[config.mk]
export PLATFORM = sky130hd
export DESIGN_NAME = imem_loader_flat
export DESIGN_NICKNAME = d
export VERILOG_FILES = /design/src/rtl/imem_loader_if.sv /design/src/rtl/imem_loader.sv /design/src/flat_wrapper.sv
export SDC_FILE = /design/constraint.sdc
export NUM_CORES = 1
export LEC_CHECK = 0
export ABC_CLOCK_PERIOD_IN_PS = 4700
export CAP_MARGIN = 20
export CORE_UTILIZATION = 50
export CTS_CLUSTER_SIZE = 40
export DETAILED_ROUTE_END_ITERATION = 10
export DONT_BUFFER_PORTS = 1
export PLACE_DENSITY = 0.66
export SYNTH_ARGS = -nofsm -noshare
export SYNTH_HDL_FRONTEND = slang
export SYNTH_SLANG_ARGS = --single-unit
[constraint.sdc]
create_clock -name clk -period 4.7 [get_ports clk]
set_input_delay 1.175 -clock clk [delete_from_list [all_inputs] [get_ports clk]]
set_output_delay 1.175 -clock clk [all_outputs]
set_load 0.01 [all_outputs]
[src/rtl/imem_loader_if.sv]
// Control, byte-stream and memory-port signals of the instruction-memory loader.
// The loader drives the memory side through the master modport; the slave modport is the environment.
interface imem_loader_if;
  logic        start;
  logic [15:0] word_count;
  logic        byte_valid;
  logic [7:0]  byte_data;
  logic        byte_ready;
  logic [14:0] mem_addr;
  logic [31:0] mem_data_in;
  logic [7:0]  mem_mask_wren;
  logic        mem_wren;
  logic        mem_chip_sel;
  logic [31:0] mem_data_out;
  logic        busy;
  logic        done;
  logic        error;

  modport master (
    input  start, word_count, byte_valid, byte_data, mem_data_out,
    output byte_ready, mem_addr, mem_data_in, mem_mask_wren, mem_wren,
           mem_chip_sel, busy, done, error
  );

  modport slave (
    output start, word_count, byte_valid, byte_data, mem_data_out,
    input  byte_ready, mem_addr, mem_data_in, mem_mask_wren, mem_wren,
           mem_chip_sel, busy, done, error
  );
endinterface

[src/rtl/imem_loader.sv]
// Packs a little-endian byte stream into 32-bit words and writes them to banked instruction memory.
// Define LOADER_READBACK_EN to read every word back and flag mismatches on error.
module imem_loader #(
  parameter logic [14:0] BASE_ADDR = 15'd0,
  parameter int          MAX_WORDS = 32768
) (
  input  logic          clk,
  input  logic          reset,
  imem_loader_if.master bus
);

  localparam logic [2:0] S_IDLE    = 3'd0;
  localparam logic [2:0] S_COLLECT = 3'd1;
  localparam logic [2:0] S_WRITE   = 3'd2;
  localparam logic [2:0] S_DONE    = 3'd3;
`ifdef LOADER_READBACK_EN
  localparam logic [2:0] S_READ    = 3'd4;
  localparam logic [2:0] S_CHECK   = 3'd5;
`endif
  localparam logic [16:0] MAXW = 17'(MAX_WORDS);

  logic [2:0]  state_q, state_d;
  logic [1:0]  cnt_q, cnt_d;
  logic [31:0] word_q, word_d;
  logic [14:0] addr_q, addr_d;
  logic [15:0] rem_q, rem_d;
  logic [14:0] maddr_q, maddr_d;
  logic [31:0] mdata_q, mdata_d;
  logic [15:0] wc_clamp;
`ifdef LOADER_READBACK_EN
  logic        err_q, err_d;
`endif

  assign wc_clamp = ({1'b0, bus.word_count} > MAXW) ? MAXW[15:0] : bus.word_count;

  always_comb begin
    state_d = state_q;
    cnt_d   = cnt_q;
    word_d  = word_q;
    addr_d  = addr_q;
    rem_d   = rem_q;
    maddr_d = maddr_q;
    mdata_d = mdata_q;
`ifdef LOADER_READBACK_EN
    err_d   = err_q;
`endif
    case (state_q)
      S_IDLE: begin
        if (bus.start) begin
          rem_d   = wc_clamp;
          addr_d  = BASE_ADDR;
          cnt_d   = 2'd0;
`ifdef LOADER_READBACK_EN
          err_d   = 1'b0;
`endif
          state_d = (wc_clamp == 16'd0) ? S_DONE : S_COLLECT;
        end
      end
      S_COLLECT: begin
        if (bus.byte_valid) begin
          word_d[{cnt_q, 3'b000} +: 8] = bus.byte_data;
          cnt_d = cnt_q + 2'd1;
          // Latch the write beat here so the memory port holds it after the cycle.
          if (cnt_q == 2'd3) begin
            maddr_d = addr_q;
            mdata_d = word_d;
            state_d = S_WRITE;
          end
        end
      end
`ifdef LOADER_READBACK_EN
      S_WRITE: state_d = S_READ;
      S_READ:  state_d = S_CHECK;
      S_CHECK: begin
        if (bus.mem_data_out != mdata_q) err_d = 1'b1;
        addr_d  = addr_q + 15'd1;
        rem_d   = rem_q - 16'd1;
        state_d = (rem_q == 16'd1) ? S_DONE : S_COLLECT;
      end
`else
      S_WRITE: begin
        addr_d  = addr_q + 15'd1;
        rem_d   = rem_q - 16'd1;
        state_d = (rem_q == 16'd1) ? S_DONE : S_COLLECT;
      end
`endif
      S_DONE:  state_d = S_IDLE;
      default: state_d = S_IDLE;
    endcase
  end

  always_ff @(posedge clk or posedge reset) begin
    if (reset) begin
      state_q <= S_IDLE;
      cnt_q   <= 2'd0;
      word_q  <= 32'd0;
      addr_q  <= BASE_ADDR;
      rem_q   <= 16'd0;
      maddr_q <= BASE_ADDR;
      mdata_q <= 32'd0;
    end else begin
      state_q <= state_d;
      cnt_q   <= cnt_d;
      word_q  <= word_d;
      addr_q  <= addr_d;
      rem_q   <= rem_d;
      maddr_q <= maddr_d;
      mdata_q <= mdata_d;
    end
  end

`ifdef LOADER_READBACK_EN
  always_ff @(posedge clk or posedge reset) begin
    if (reset) err_q <= 1'b0;
    else       err_q <= err_d;
  end
  assign bus.error        = err_q;
  assign bus.mem_chip_sel = (state_q == S_WRITE) || (state_q == S_READ);
`else
  assign bus.error        = 1'b0;
  assign bus.mem_chip_sel = (state_q == S_WRITE);
`endif

  assign bus.byte_ready    = (state_q == S_COLLECT);
  assign bus.mem_wren      = (state_q == S_WRITE);
  assign bus.mem_mask_wren = (state_q == S_WRITE) ? 8'hFF : 8'h00;
  assign bus.mem_addr      = maddr_q;
  assign bus.mem_data_in   = mdata_q;
  assign bus.busy          = (state_q != S_IDLE);
  assign bus.done          = (state_q == S_DONE);

endmodule

[src/flat_wrapper.sv]
// flat-port wrapper written by rule: the top's interface ports become plain ports
module imem_loader_flat 
#(
  parameter logic [14:0] BASE_ADDR = 15'd0,
  parameter int          MAX_WORDS = 32768
)
  (clk, reset, bus_start, bus_word_count, bus_byte_valid, bus_byte_data, bus_mem_data_out, bus_byte_ready, bus_mem_addr, bus_mem_data_in, bus_mem_mask_wren, bus_mem_wren, bus_mem_chip_sel, bus_busy, bus_done, bus_error);
  imem_loader_if bus_i ();
  input  logic clk;
  input  logic reset;
  input wire logic [$bits(bus_i.start)-1:0] bus_start;
  input wire logic [$bits(bus_i.word_count)-1:0] bus_word_count;
  input wire logic [$bits(bus_i.byte_valid)-1:0] bus_byte_valid;
  input wire logic [$bits(bus_i.byte_data)-1:0] bus_byte_data;
  input wire logic [$bits(bus_i.mem_data_out)-1:0] bus_mem_data_out;
  output wire logic [$bits(bus_i.byte_ready)-1:0] bus_byte_ready;
  output wire logic [$bits(bus_i.mem_addr)-1:0] bus_mem_addr;
  output wire logic [$bits(bus_i.mem_data_in)-1:0] bus_mem_data_in;
  output wire logic [$bits(bus_i.mem_mask_wren)-1:0] bus_mem_mask_wren;
  output wire logic [$bits(bus_i.mem_wren)-1:0] bus_mem_wren;
  output wire logic [$bits(bus_i.mem_chip_sel)-1:0] bus_mem_chip_sel;
  output wire logic [$bits(bus_i.busy)-1:0] bus_busy;
  output wire logic [$bits(bus_i.done)-1:0] bus_done;
  output wire logic [$bits(bus_i.error)-1:0] bus_error;
  assign bus_i.start = bus_start;
  assign bus_i.word_count = bus_word_count;
  assign bus_i.byte_valid = bus_byte_valid;
  assign bus_i.byte_data = bus_byte_data;
  assign bus_i.mem_data_out = bus_mem_data_out;
  assign bus_byte_ready = bus_i.byte_ready;
  assign bus_mem_addr = bus_i.mem_addr;
  assign bus_mem_data_in = bus_i.mem_data_in;
  assign bus_mem_mask_wren = bus_i.mem_mask_wren;
  assign bus_mem_wren = bus_i.mem_wren;
  assign bus_mem_chip_sel = bus_i.mem_chip_sel;
  assign bus_busy = bus_i.busy;
  assign bus_done = bus_i.done;
  assign bus_error = bus_i.error;
  imem_loader #(.BASE_ADDR(BASE_ADDR), .MAX_WORDS(MAX_WORDS)) u_core (.clk(clk), .reset(reset), .bus(bus_i));
endmodule
==> impl_metrics.csv <==
group,metric,value,unit
floorplan,die_h,106.7,um
floorplan,start_util,52.42,%
clock_network,cts_hold_buf,0,
placed_design,placed_area,5483,sq um
drt,antenna_left,0,
cells_and_area,diodes,0,
clock_network,clk_latency,530,ps
placed_design,dp_hpwl,8.229,mm
synthesis,ys.flop_type,"dfrtp_1",
synthesis,yosysTopAreaCell,"dfrtp_1",
synthesis,synth_edf_count,0,
synthesis,yosys_warnings,0,
synthesis,ys_seq_area_share,52.02,%
placed_design,io_buffers,0,
cells_and_area,fin_util,58.72,%
timing,finalSetupTns,0,ps
clock_network,cts-root-buf,"clkbuf_8",
pwr,vdd_drop_max,291.9,uV
clock_network,cts_buffers,17,
synthesis,yosys-top-cells-count,"dfrtp_1, nand2_1, o21ai_0, a21oi_1, a22o_1",
synthesis,ys_ff_latch,114,
clock_network,clk_pin_slew,50,ps
setup_path,crit_buf_inv,1,
global_routing,overflow,0,
drt,routedWlPerCell,18.59,um
floorplan,pin_count,121,
setup_path,path_cells,"nand2b_1 -> inv_2",
drt,route.detailed.drc,0,
setup_path,critPathTopFamily,"buffers and inverters",
setup_path,end_kind,"output port",
setup_path,timing.rr.end,"u_core.rem_q[11]",
setup_path,endpoint,"bus_mem_mask_wren[4]",
pwr,p_leak,2.784,nW
timing,fin_crit_sh,75.58,%
synthesis,yosysUniqueCellTypes,58,
synthesis,syn_nets,607,
setup_path,path_max_fanout,24,
status,status,"completed",
cells_and_area,fin_nets,591,
timing,fin_crit,3552,ps
cells_and_area,fillers,893,
drt,wirelength,12.48,mm
setup_path,worst_ep_arrival_time,2380,ps
synthesis,yosys-top-cells-area,"dfrtp_1, a22o_1, nand2_1",
floorplan,die_x,106.7,um
synthesis,async_flop_share,100.0,%
clock_network,cts_tree,"built",
setup_path,path_class,"reg -> out",
pwr,power.share.combinational,24.2,%
pwr,pwr-share-clk,34.8,%
setup_path,r2r_cells,5,
floorplan,row_count,37,
clock_network,cts_buffer_depth,2,
setup_path,critPathRequiredTime,3520,ps
clock_network,clock-sinks,114,
timing,slew_headroom,35.43,%
drt,routed-via-count,3962,
timing,slew_violations,0,
drt,drtIter0Drc,237,
global_routing,grtUsageTotal,24.08,%
synthesis,synth_top_area_share,52.02,%
setup_path,start_kind,"flop",
global_routing,grt_max_degree,72,
timing,clock_skew,9.825,ps
cells_and_area,area_growth,12.02,%
hold_path,hold_class,"reg -> reg",
timing,setup_ws,1148,ps
run,drv_cap,0,
timing,fmax,0.2815,GHz
timing,setup_violations,0,
placed_design,place_ws,1682,ps
timing,whs,494.4,ps
cells_and_area,drive_gt1_share,13.46,%
setup_path,cp_slowest_stage_delay,740,ps
setup_path,rrSetupSlack,1740,ps
cells_and_area,final_area,6143,sq um
timing,rsz0062_at_grt,"no",
setup_path,crit_start,"u_core.state_q[1]",
floorplan,dieArea,11390,sq um
pwr,switching_share,33.32,%
clock_network,cts_resized,0,
drt,first_pass_iters,4,
synthesis,netlist_area,5484,sq um
timing,timing_worst_slew_pin_value,961.1,ps
pwr,power.density,639.4,nW/um^2
setup_path,critical_path.slowest_cell,"inv_2",
timing,hold_violations,0,
synthesis,synth_cells,538,
global_routing,antenna_found_initial,0,
pwr,pwr-share-seq,41.0,%
clock_network,cts_max_level,4,
pwr,net-switching-power,1.309,mW
setup_path,cp.depth,2,
pwr,p_int,2.619,mW
synthesis,avgSynthCellArea,10.19,sq um
setup_path,r2r-start,"u_core.state_q[1]",
synthesis,yosysMostFrequentCell,"dfrtp_1",
placed_design,place.gp.congestion,0.8353,
floorplan,core_area,10460,sq um
global_routing,grt_pass1_wl,20.87,mm
global_routing,grt_pass1_vias,4111,
clock_network,postCtsSetupBuffers,0,
drt,vias_per_cell,5.905,
layout by cell type, fill, tap and decap left out, types with 2 or more instances in the layout:
cell type,netlist,routed
ha_1,9,9
bufinv_16,0,4
nor4bb_1,2,2
clkinvlp_4,0,4
nand2b_1,4,4
a22o_1,34,34
nand4_1,5,5
buf_4,11,8
or2_2,3,3
nor3_1,12,12
nand2_1,67,67
clkinv_2,0,2
nor2_1,17,17
mux2i_1,10,10
nor4_1,10,10
or4_1,2,2
and2_1,2,2
inv_1,9,8
nor2b_1,33,33
a211oi_1,2,2
clkbuf_8,0,4
and2_0,2,2
a311oi_1,6,6
nand3_1,9,8
nand4b_1,2,2
mux2_2,16,16
o21ai_0,44,44
clkbuf_16,0,16
a221o_1,5,5
and3_1,5,5
dfrtp_1,114,114
a21oi_1,43,43
power by group through the flow:
stage	clock, mW	sequential [mW]	combinational [mW]
floorplan	0	1.52	0.834
global placement	0	1.60	0.914
detailed placement	0	1.62	0.947
CTS	1.38	1.61	0.952
global route	1.42	1.66	1.08
finish	1.37	1.61	0.951
logic make-up (layout without fill, tap and decap cells):
logic type	Yosys count	in the layout	share of synthesized area, %
other	1	1	0.06838
and+or+nand+nor	183	183	17.41
AOI/OAI and AO/OA	150	150	18.23
buffers and inverters	55	52	5.110
muxes	26	26	5.111
adders and majority gates	9	9	2.053
DFF	114	114	52.02
per-stage QoR:
| stage | power [mW] | instances |
|---|---|---|
| global placement | 2.517 | 638 |
| detailed placement | 2.564 | 638 |
| CTS | 3.945 | 670 |
| finish | 3.928 | 671 |
| global route | 4.161 | 671 |
| floorplan | 2.355 | 538 |
worst min-delay path by stage:
stage	from	endpoint	slack (ps)	cells past startpoint
after detailed placement	u_core.word_q[24]	u_core.word_q[24]	470	1
after global placement	u_core.addr_q[14]	u_core.addr_q[14]	460	1
after floorplan	u_core.addr_q[14]	u_core.addr_q[14]	440	1
after CTS	u_core.word_q[4]	u_core.word_q[4]	500	1
final	u_core.word_q[19]	u_core.word_q[19]	490	1
after global routing	u_core.word_q[23]	u_core.word_q[23]	510	1
area by class of cell:
cell class	instances	area (sq um)	share of cell area, %
Clock inverter	12	177.7	2.892
Inverter	11	43.79	0.7128
Clock buffer	20	455.4	7.413
Sequential cell	114	2853	46.44
Tap cell	136	170.2	2.770
Timing Repair Buffer	9	87.58	1.426
Multi-Input combinational cell	369	2356	38.35
layer usage:
layer	vias to the layer above	wire, um	GRT usage, %
li1	1892	-	-
met1	1944	5786	31.86
met2	111	5592	36.08
met3	15	934	8.693
met4	0	161	9.393
met5	-	0	0
state kept, by name, summed over array words and instances, names as in the netlist:
| name | flops |
|---|---|
| u_core.cnt_q | 2 |
| u_core.addr_q | 15 |
| u_core.rem_q | 16 |
| u_core.bus.mem_data_in | 32 |
| u_core.bus.mem_addr | 15 |
| u_core.word_q | 32 |
| u_core.state_q | 2 |
Note: power is estimated with default switching activity, not from simulation.
